File: config.mk
export PLATFORM = sky130hd
export DESIGN_NAME = visfinal
export DESIGN_NICKNAME = d
export VERILOG_FILES = /design/src/rtl/visfinal_pkg.sv /design/src/rtl/visfinal_acc.sv /design/src/rtl/visfinal.sv
export SDC_FILE = /design/constraint.sdc
export NUM_CORES = 1
export LEC_CHECK = 0
export CORE_MARGIN = 1.5
export CORE_UTILIZATION = 55
export DETAILED_ROUTE_END_ITERATION = 10
export PLACE_DENSITY = 0.74
export REMOVE_ABC_BUFFERS = 1
export SLEW_MARGIN = 20
export SYNTH_ARGS = -nofsm -noshare
export SYNTH_HDL_FRONTEND = slang
export SYNTH_SLANG_ARGS = --single-unit
File: constraint.sdc
create_clock -name clock_i -period 4.05 [get_ports clock_i]
set_input_delay 0.81 -clock clock_i [delete_from_list [all_inputs] [get_ports clock_i]]
set_output_delay 0.81 -clock clock_i [all_outputs]
set_load 0.05 [all_outputs]
File: src/rtl/visfinal_pkg.sv
// visfinal_pkg: default geometry for the final-stage visibility accumulator.
package visfinal_pkg;
  localparam int DEF_IBITS = 5;
  localparam int DEF_OBITS = 8;
  localparam int DEF_NSUMS = 4;
  localparam int DEF_ABITS = 2;
endpackage

File: src/rtl/visfinal_acc.sv
// visfinal_acc: NSUMS x OBITS accumulator register file, one async read port and one write port.
module visfinal_acc #(
  parameter int OBITS = 8,
  parameter int NSUMS = 4,
  parameter int ABITS = 2
) (
  input  logic             clock_i,
  input  logic             we,
  input  logic [ABITS-1:0] waddr,
  input  logic [OBITS-1:0] wdata,
  input  logic [ABITS-1:0] raddr,
  output logic [OBITS-1:0] rdata
);
  logic [OBITS-1:0] mem [NSUMS];
  assign rdata = mem[raddr];
  always_ff @(posedge clock_i)
    if (we) mem[waddr] <= wdata;
endmodule

File: src/rtl/visfinal.sv
// visfinal: sums NSUMS interleaved partial visibilities across the blocks of a frame
// and emits the completed set as a framed stream with one cycle of latency.
module visfinal
  import visfinal_pkg::*;
#(
  parameter int IBITS = DEF_IBITS,
  parameter int OBITS = DEF_OBITS,
  parameter int NSUMS = DEF_NSUMS,
  parameter int ABITS = DEF_ABITS
) (
  input  logic             clock_i,
  input  logic             reset_ni,
  input  logic             valid_i,
  input  logic             first_i,
  input  logic             last_i,
  input  logic [IBITS-1:0] data_i,
  output logic             valid_o,
  output logic             first_o,
  output logic             last_o,
  output logic [OBITS-1:0] data_o
);
  if (NSUMS != (1 << ABITS)) begin : g_bad_nsums
    $error("visfinal: NSUMS must equal 2**ABITS");
  end
  if (OBITS < IBITS) begin : g_bad_obits
    $error("visfinal: OBITS must be at least IBITS");
  end
  logic [ABITS-1:0] addr;
  logic [OBITS-1:0] rd_data;
  logic [OBITS-1:0] sum;
  logic             take_last;
  // A first beat restarts the channel from zero, so one adder serves all three beat kinds.
  assign sum       = (first_i ? '0 : rd_data) + OBITS'(data_i);
  assign take_last = valid_i & last_i;
  visfinal_acc #(.OBITS(OBITS), .NSUMS(NSUMS), .ABITS(ABITS)) u_acc (
    .clock_i(clock_i),
    .we     (valid_i),
    .waddr  (addr),
    .wdata  (sum),
    .raddr  (addr),
    .rdata  (rd_data)
  );
  always_ff @(posedge clock_i or negedge reset_ni)
    if (!reset_ni) begin
      addr    <= '0;
      valid_o <= 1'b0;
      first_o <= 1'b0;
      last_o  <= 1'b0;
      data_o  <= '0;
    end else begin
      if (valid_i) addr <= addr + ABITS'(1);
      valid_o <= take_last;
      first_o <= take_last && addr == '0;
      last_o  <= take_last && addr == ABITS'(NSUMS - 1);
      if (take_last) data_o <= sum;
    end
endmodule

Word-level counts from Yosys, hierarchy flattened
Memories as Yosys holds them, arrays and structs flattened.
Cells that the tools add are included.
{"block": "word_totals", "mem_count": 1, "word_cells": 16, "output_inout_bits": 11, "inputBits": 10, "register_bits": 13, "mem_bits_ro": 0, "mem_bits_rw": 32, "latch_bits": 0}
{"block": "classes", "n_reduce_logical": 3, "bitwise": 1, "shift": 0, "n_mux": 3, "n_mul": 0, "n_div": 0, "addsub": 2, "eq_ne": 1, "n_lt_le_gt_ge": 0}
{"memory": "u_acc.mem", "depth": 4, "word_bits": 8, "rd": 1, "rd_clocked_by_memory_dff": 0, "wr": 1, "line_no": "visfinal_acc.sv:14", "text": "logic [OBITS-1:0] mem [NSUMS];"}
{"operator": "8-bit by 5-bit adder with 8-bit output", "count": 1}
{"operator": "8-bit two-way mux", "count": 1}
{"operator": "2-bit by 1-bit adder with 2-bit output, second input constant", "count": 1}
{"operator": "2-bit equality test, second input constant", "count": 1}
{"operator": "1-bit logical AND", "count": 2}
{"operator": "2-bit zero test", "count": 1}
{"operator": "1-bit two-way mux", "count": 2}
{"operator": "1-bit bitwise AND", "count": 1}

Depth between registers and ports, before layout
An unclocked memory read counts as a cell.
{"block": "logic_depth", "word_depth": 3, "mapped_depth": 11, "mapped_depth_nobuf": 10}

Hierarchy
From an unflattened synthesis, not the netlist that was laid out.
{"block": "unflattened", "hier_cells": 137, "hier_area_um2": 2064.5}
{"module": "visfinal_acc", "cells_per_inst": 46, "seq_area_each_um2": 960.9, "instances": 1, "area_per_inst_um2": 1188.6}
{"module": "visfinal", "cells_per_inst": 91, "seq_area_each_um2": 325.3, "instances": 1, "area_per_inst_um2": 875.8}

Least setup slack after synthesis
Ideal clock, no wire load.
{"block": "synth_timing", "path_type": "register to register", "from": "register addr[0]", "to": "memory u_acc.mem[0][6], data pin", "required_ns": 3.775, "slack_ns": 1.222, "arrival_time_ns": 2.552, "setup_ns": 0.275, "path_stages_with_launch": 12, "cell_sequence": "dfrtp_1 -> buf_2 -> mux4_2 -> nor2b_1 -> ha_1 -> inv_1 -> fa_1 -> nor2b_1 -> o31a_1 -> o221ai_1 -> xor2_1 -> nor2_1"}
{"block": "synth_via", "elab_chain_cells": 3}
{"element": "from (decl)", "line_no": "visfinal.sv:28", "text": "logic [ABITS-1:0] addr;"}
{"element": "from (signal assigned)", "line_no": "visfinal.sv:51", "text": "if (valid_i) addr <= addr + ABITS'(1);"}
{"element": "memory 4 x 8 bit"}
{"element": "8-bit two-way mux", "line_no": "visfinal.sv:33", "text": "assign sum = (first_i ? '0 : rd_data) + OBITS'(data_i);"}
{"element": "8-bit by 5-bit adder with 8-bit output", "line_no": "visfinal.sv:33"}
{"element": "net sum[6]", "line_no": "visfinal.sv:30", "text": "logic [OBITS-1:0] sum;"}
{"element": "to (decl)", "line_no": "visfinal_acc.sv:14"}
The timed path passes the listed nets, and every way through them passes these cells.

Final worst setup path
{"block": "layout_timing", "from": "register addr[0]", "to": "memory u_acc.mem[1][6], data pin"}
The elaborated chain is that of the path after synthesis.

==> reports/results.tsv <==
stage	metric	value	unit
yosys	ys_ff_latch	45	
floorplanning	die_x	63.4	µm
job	maxCapViolCount	0	
yosys	syn_area	0.00201	mm²
global_route	grt_pass1_wl	5.81	mm
sta	setup_violations	0	
cts	cts_sinks	45	
cts	holdBufCountCts	0	
setup_path	worstSetupPathType	flop to flop	
setup_path	cp.required	4.13	ns
power	ir_drop	0.457	mV
yosys	synth_cells	128	
place	dp.cells	191	
setup_path	cpPeakStageDelay	0.58	ns
place	portBuffers	20	
setup_path	critical_path.slowest_cell	dfrtp_1	
global_route	gr-total-overflow	0	
sta	setup_slack	0.946	ns
cts	clock_latency	0.34	ns
floorplanning	core-area	0.00342	mm²
setup_path	critPathMaxFanout	9	
power	p_leak	0.876	nW
setup_path	critical_path.endpoint_type	flop	
sta	setup_tns	0	ns
final_layout	areaGrowthSynthToFinish	14.5	%
setup_path	crit_family	flip-flops	
setup_path	path_cells	buf_4 > mux4_2 > nor2b_1 > ha_1 > inv_1 > fa_1 > nor2b_1 > o31a_1 > o221ai_1 > xor2_1 > nor2_1	
detailed_routing	totalWireLength	3.38	mm
cts	root_buffer	clkbuf_4	
cts	cts_tree	done	
global_route	grt_usage	0.193	
floorplanning	num_rows	21	
setup_path	worst-endpoint-arrival	3.19	ns
final_layout	multiInputGateArea	672	µm²
setup_path	crit_buf_inv	2	
yosys	synth_cell_type_count	32	
setup_path	startpoint_type	flop	
final_layout	nets	172	
detailed_routing	vias	1135	
sta	rsz0062_at_grt	false	
detailed_routing	ant_nets	0	
yosys	synthArstFlopShare	0.289	
place	dp_hpwl	2.49	mm
global_route	antenna_found_initial	0	
cts	path_clk_slew	0.12	ns
hold_path	holdCritPathClass	flop to flop	
power	powerDensity	748	mW/mm²
global_route	grt_start_max_net_pins	15	
place	gp_congestion	0.768	
final_layout	layout_commonest_cell	edfxtp_1	
setup_path	critPathMostFrequentCell	nor2b_1	
floorplanning	die_area	0.00402	mm²
final_layout	final_cells	199	
sta	hold_slack	0.514	ns
sta	slew_headroom	0.610	
cts	numCtsBuffers	5	
sta	period_share	0.766	
sta	layout_min_cycle_time	3.10	ns
floorplanning	ios	21	
global_route	grt_pass1_vias	1202	
yosys	synth_warnings	0	
yosys	ys_seq_area_frac	0.640	
floorplanning	die_y	63.4	µm
sta	finClkSkew	0.00663	ns
final_layout	final_cell_mix	edfxtp_1 (32), clkdlybuf4s50_1 (20), dfrtp_1 (13)	
final_layout	antenna_cells	0	
cts	cts_buffer_depth	2	
final_layout	finalCoreUtilization	0.673	
final_layout	layout-drive-gt1-share	0.131	
sta	slew_violations	0	
detailed_routing	drc_errors	0	
floorplanning	initial_core_util	0.588	
detailed_routing	dr.pass1.iters	4	
detailed_routing	post_drt_wl_per_cell	17.0	µm
outcome	status	complete, no violations	
sta	fmax	0.322	GHz
sta	hold_violations	0	
final_layout	fill_cells	265	
cts	post-cts-setup-buffer-count	0	
detailed_routing	avgViaCountPerCell	5.70	
sta	max_slew.worst_pin.slew	0.584	ns
cts	cts.repair.resized	0	
detailed_routing	dr.first_iter.drc_count	32	
yosys	avgSynthCellArea	15.7	µm²
yosys	ys_dominant_reg_cell	edfxtp_1	
yosys	synth-edff-count	32	
cts	cts_max_level	2	
final_layout	seq_area	0.00129	mm²
place	pre_cts_ws	0.698	ns
final cells by class:
type                    instances  share of cell area
clock buffers                   5              0.0163
clock inverters                 3             0.00544
inverters                       7              0.0114
multi-input cells              72               0.292
flip-flops and latches         45               0.559
well taps                      46              0.0250
repair buffers                 21              0.0903
stage by stage:
step | area [µm²] | total power [W]
2_1_floorplan | 1980 | 0.00130
3_3_place_gp | 2250 | 0.00152
3_5_place_dp | 2250 | 0.00154
4_1_cts | 2300 | 0.00174
5_1_grt | 2300 | 0.00183
6_report | 2300 | 0.00172
metal layers:
layer | GRT usage | up-vias | routed length, µm
met4 | 0.0571 | 0 | 31
li1 | - | 524 | -
met2 | 0.301 | 34 | 1640
met3 | 0.0429 | 5 | 227
met1 | 0.276 | 572 | 1480
met5 | 0 | - | 0
worst reg2reg max path, stage by stage, from the launching register on:
cell	delay, ns
dfrtp_1	0.58
buf_4	0.25
mux4_2	0.51
nor2b_1	0.15
ha_1	0.23
inv_1	0.08
fa_1	0.20
nor2b_1	0.07
o31a_1	0.25
o221ai_1	0.20
xor2_1	0.22
nor2_1	0.11
sequential cells by signal, indices dropped and copies added (netlist names):
name       flops
u_acc.mem     32
last_o         1
first_o        1
data_o         8
addr           2
valid_o        1
cells by family (layout without fill, tap and decap cells):
group | count (synthesis) | in the layout | share of synthesized area
xor+xnor | 6 | 6 | 0.0262
fa+ha+maj | 10 | 10 | 0.0660
simple gates | 23 | 23 | 0.0604
flops | 45 | 45 | 0.640
compound gates | 18 | 18 | 0.0636
buf+inv | 11 | 36 | 0.0249
mux | 15 | 15 | 0.118
synthesized netlist by cell type, types with 3 or more instances:
| cell | number | area, µm² |
|---|---|---|
| dfrtp_1 | 13 | 325 |
| nor2b_1 | 6 | 37.5 |
| and2_1 | 4 | 25.0 |
| inv_1 | 7 | 26.3 |
| xnor2_1 | 3 | 26.3 |
| mux2_2 | 7 | 78.8 |
| o21ai_0 | 6 | 30.0 |
| ha_1 | 9 | 113 |
| nand2_1 | 5 | 18.8 |
| nor2_1 | 4 | 15.0 |
| edfxtp_1 | 32 | 961 |
| xor2_1 | 3 | 26.3 |
| mux4_2 | 5 | 113 |
worst paths after layout:
check	slack, ns	endpoint	depth (start not counted)	startpoint
min in group asynchronous	0.83	data_o[4]	1	reset_ni
worst max-delay path	0.95	u_acc.mem[1][6]	11	addr[0]
worst min register to register	0.51	data_o[1]	2	data_o[1]
worst max register to register	0.95	u_acc.mem[1][6]	11	addr[0]
worst min-delay path	0.51	data_o[1]	2	data_o[1]
max in group asynchronous	2.85	data_o[0]	1	reset_ni
where the power goes:
part           total, W  switching (W)  internal, W
Clock          0.000193       0.000130    0.0000630
Sequential     0.000786      0.0000820     0.000704
Combinational  0.000741       0.000438     0.000304
Power figures use the tool's default switching activity.
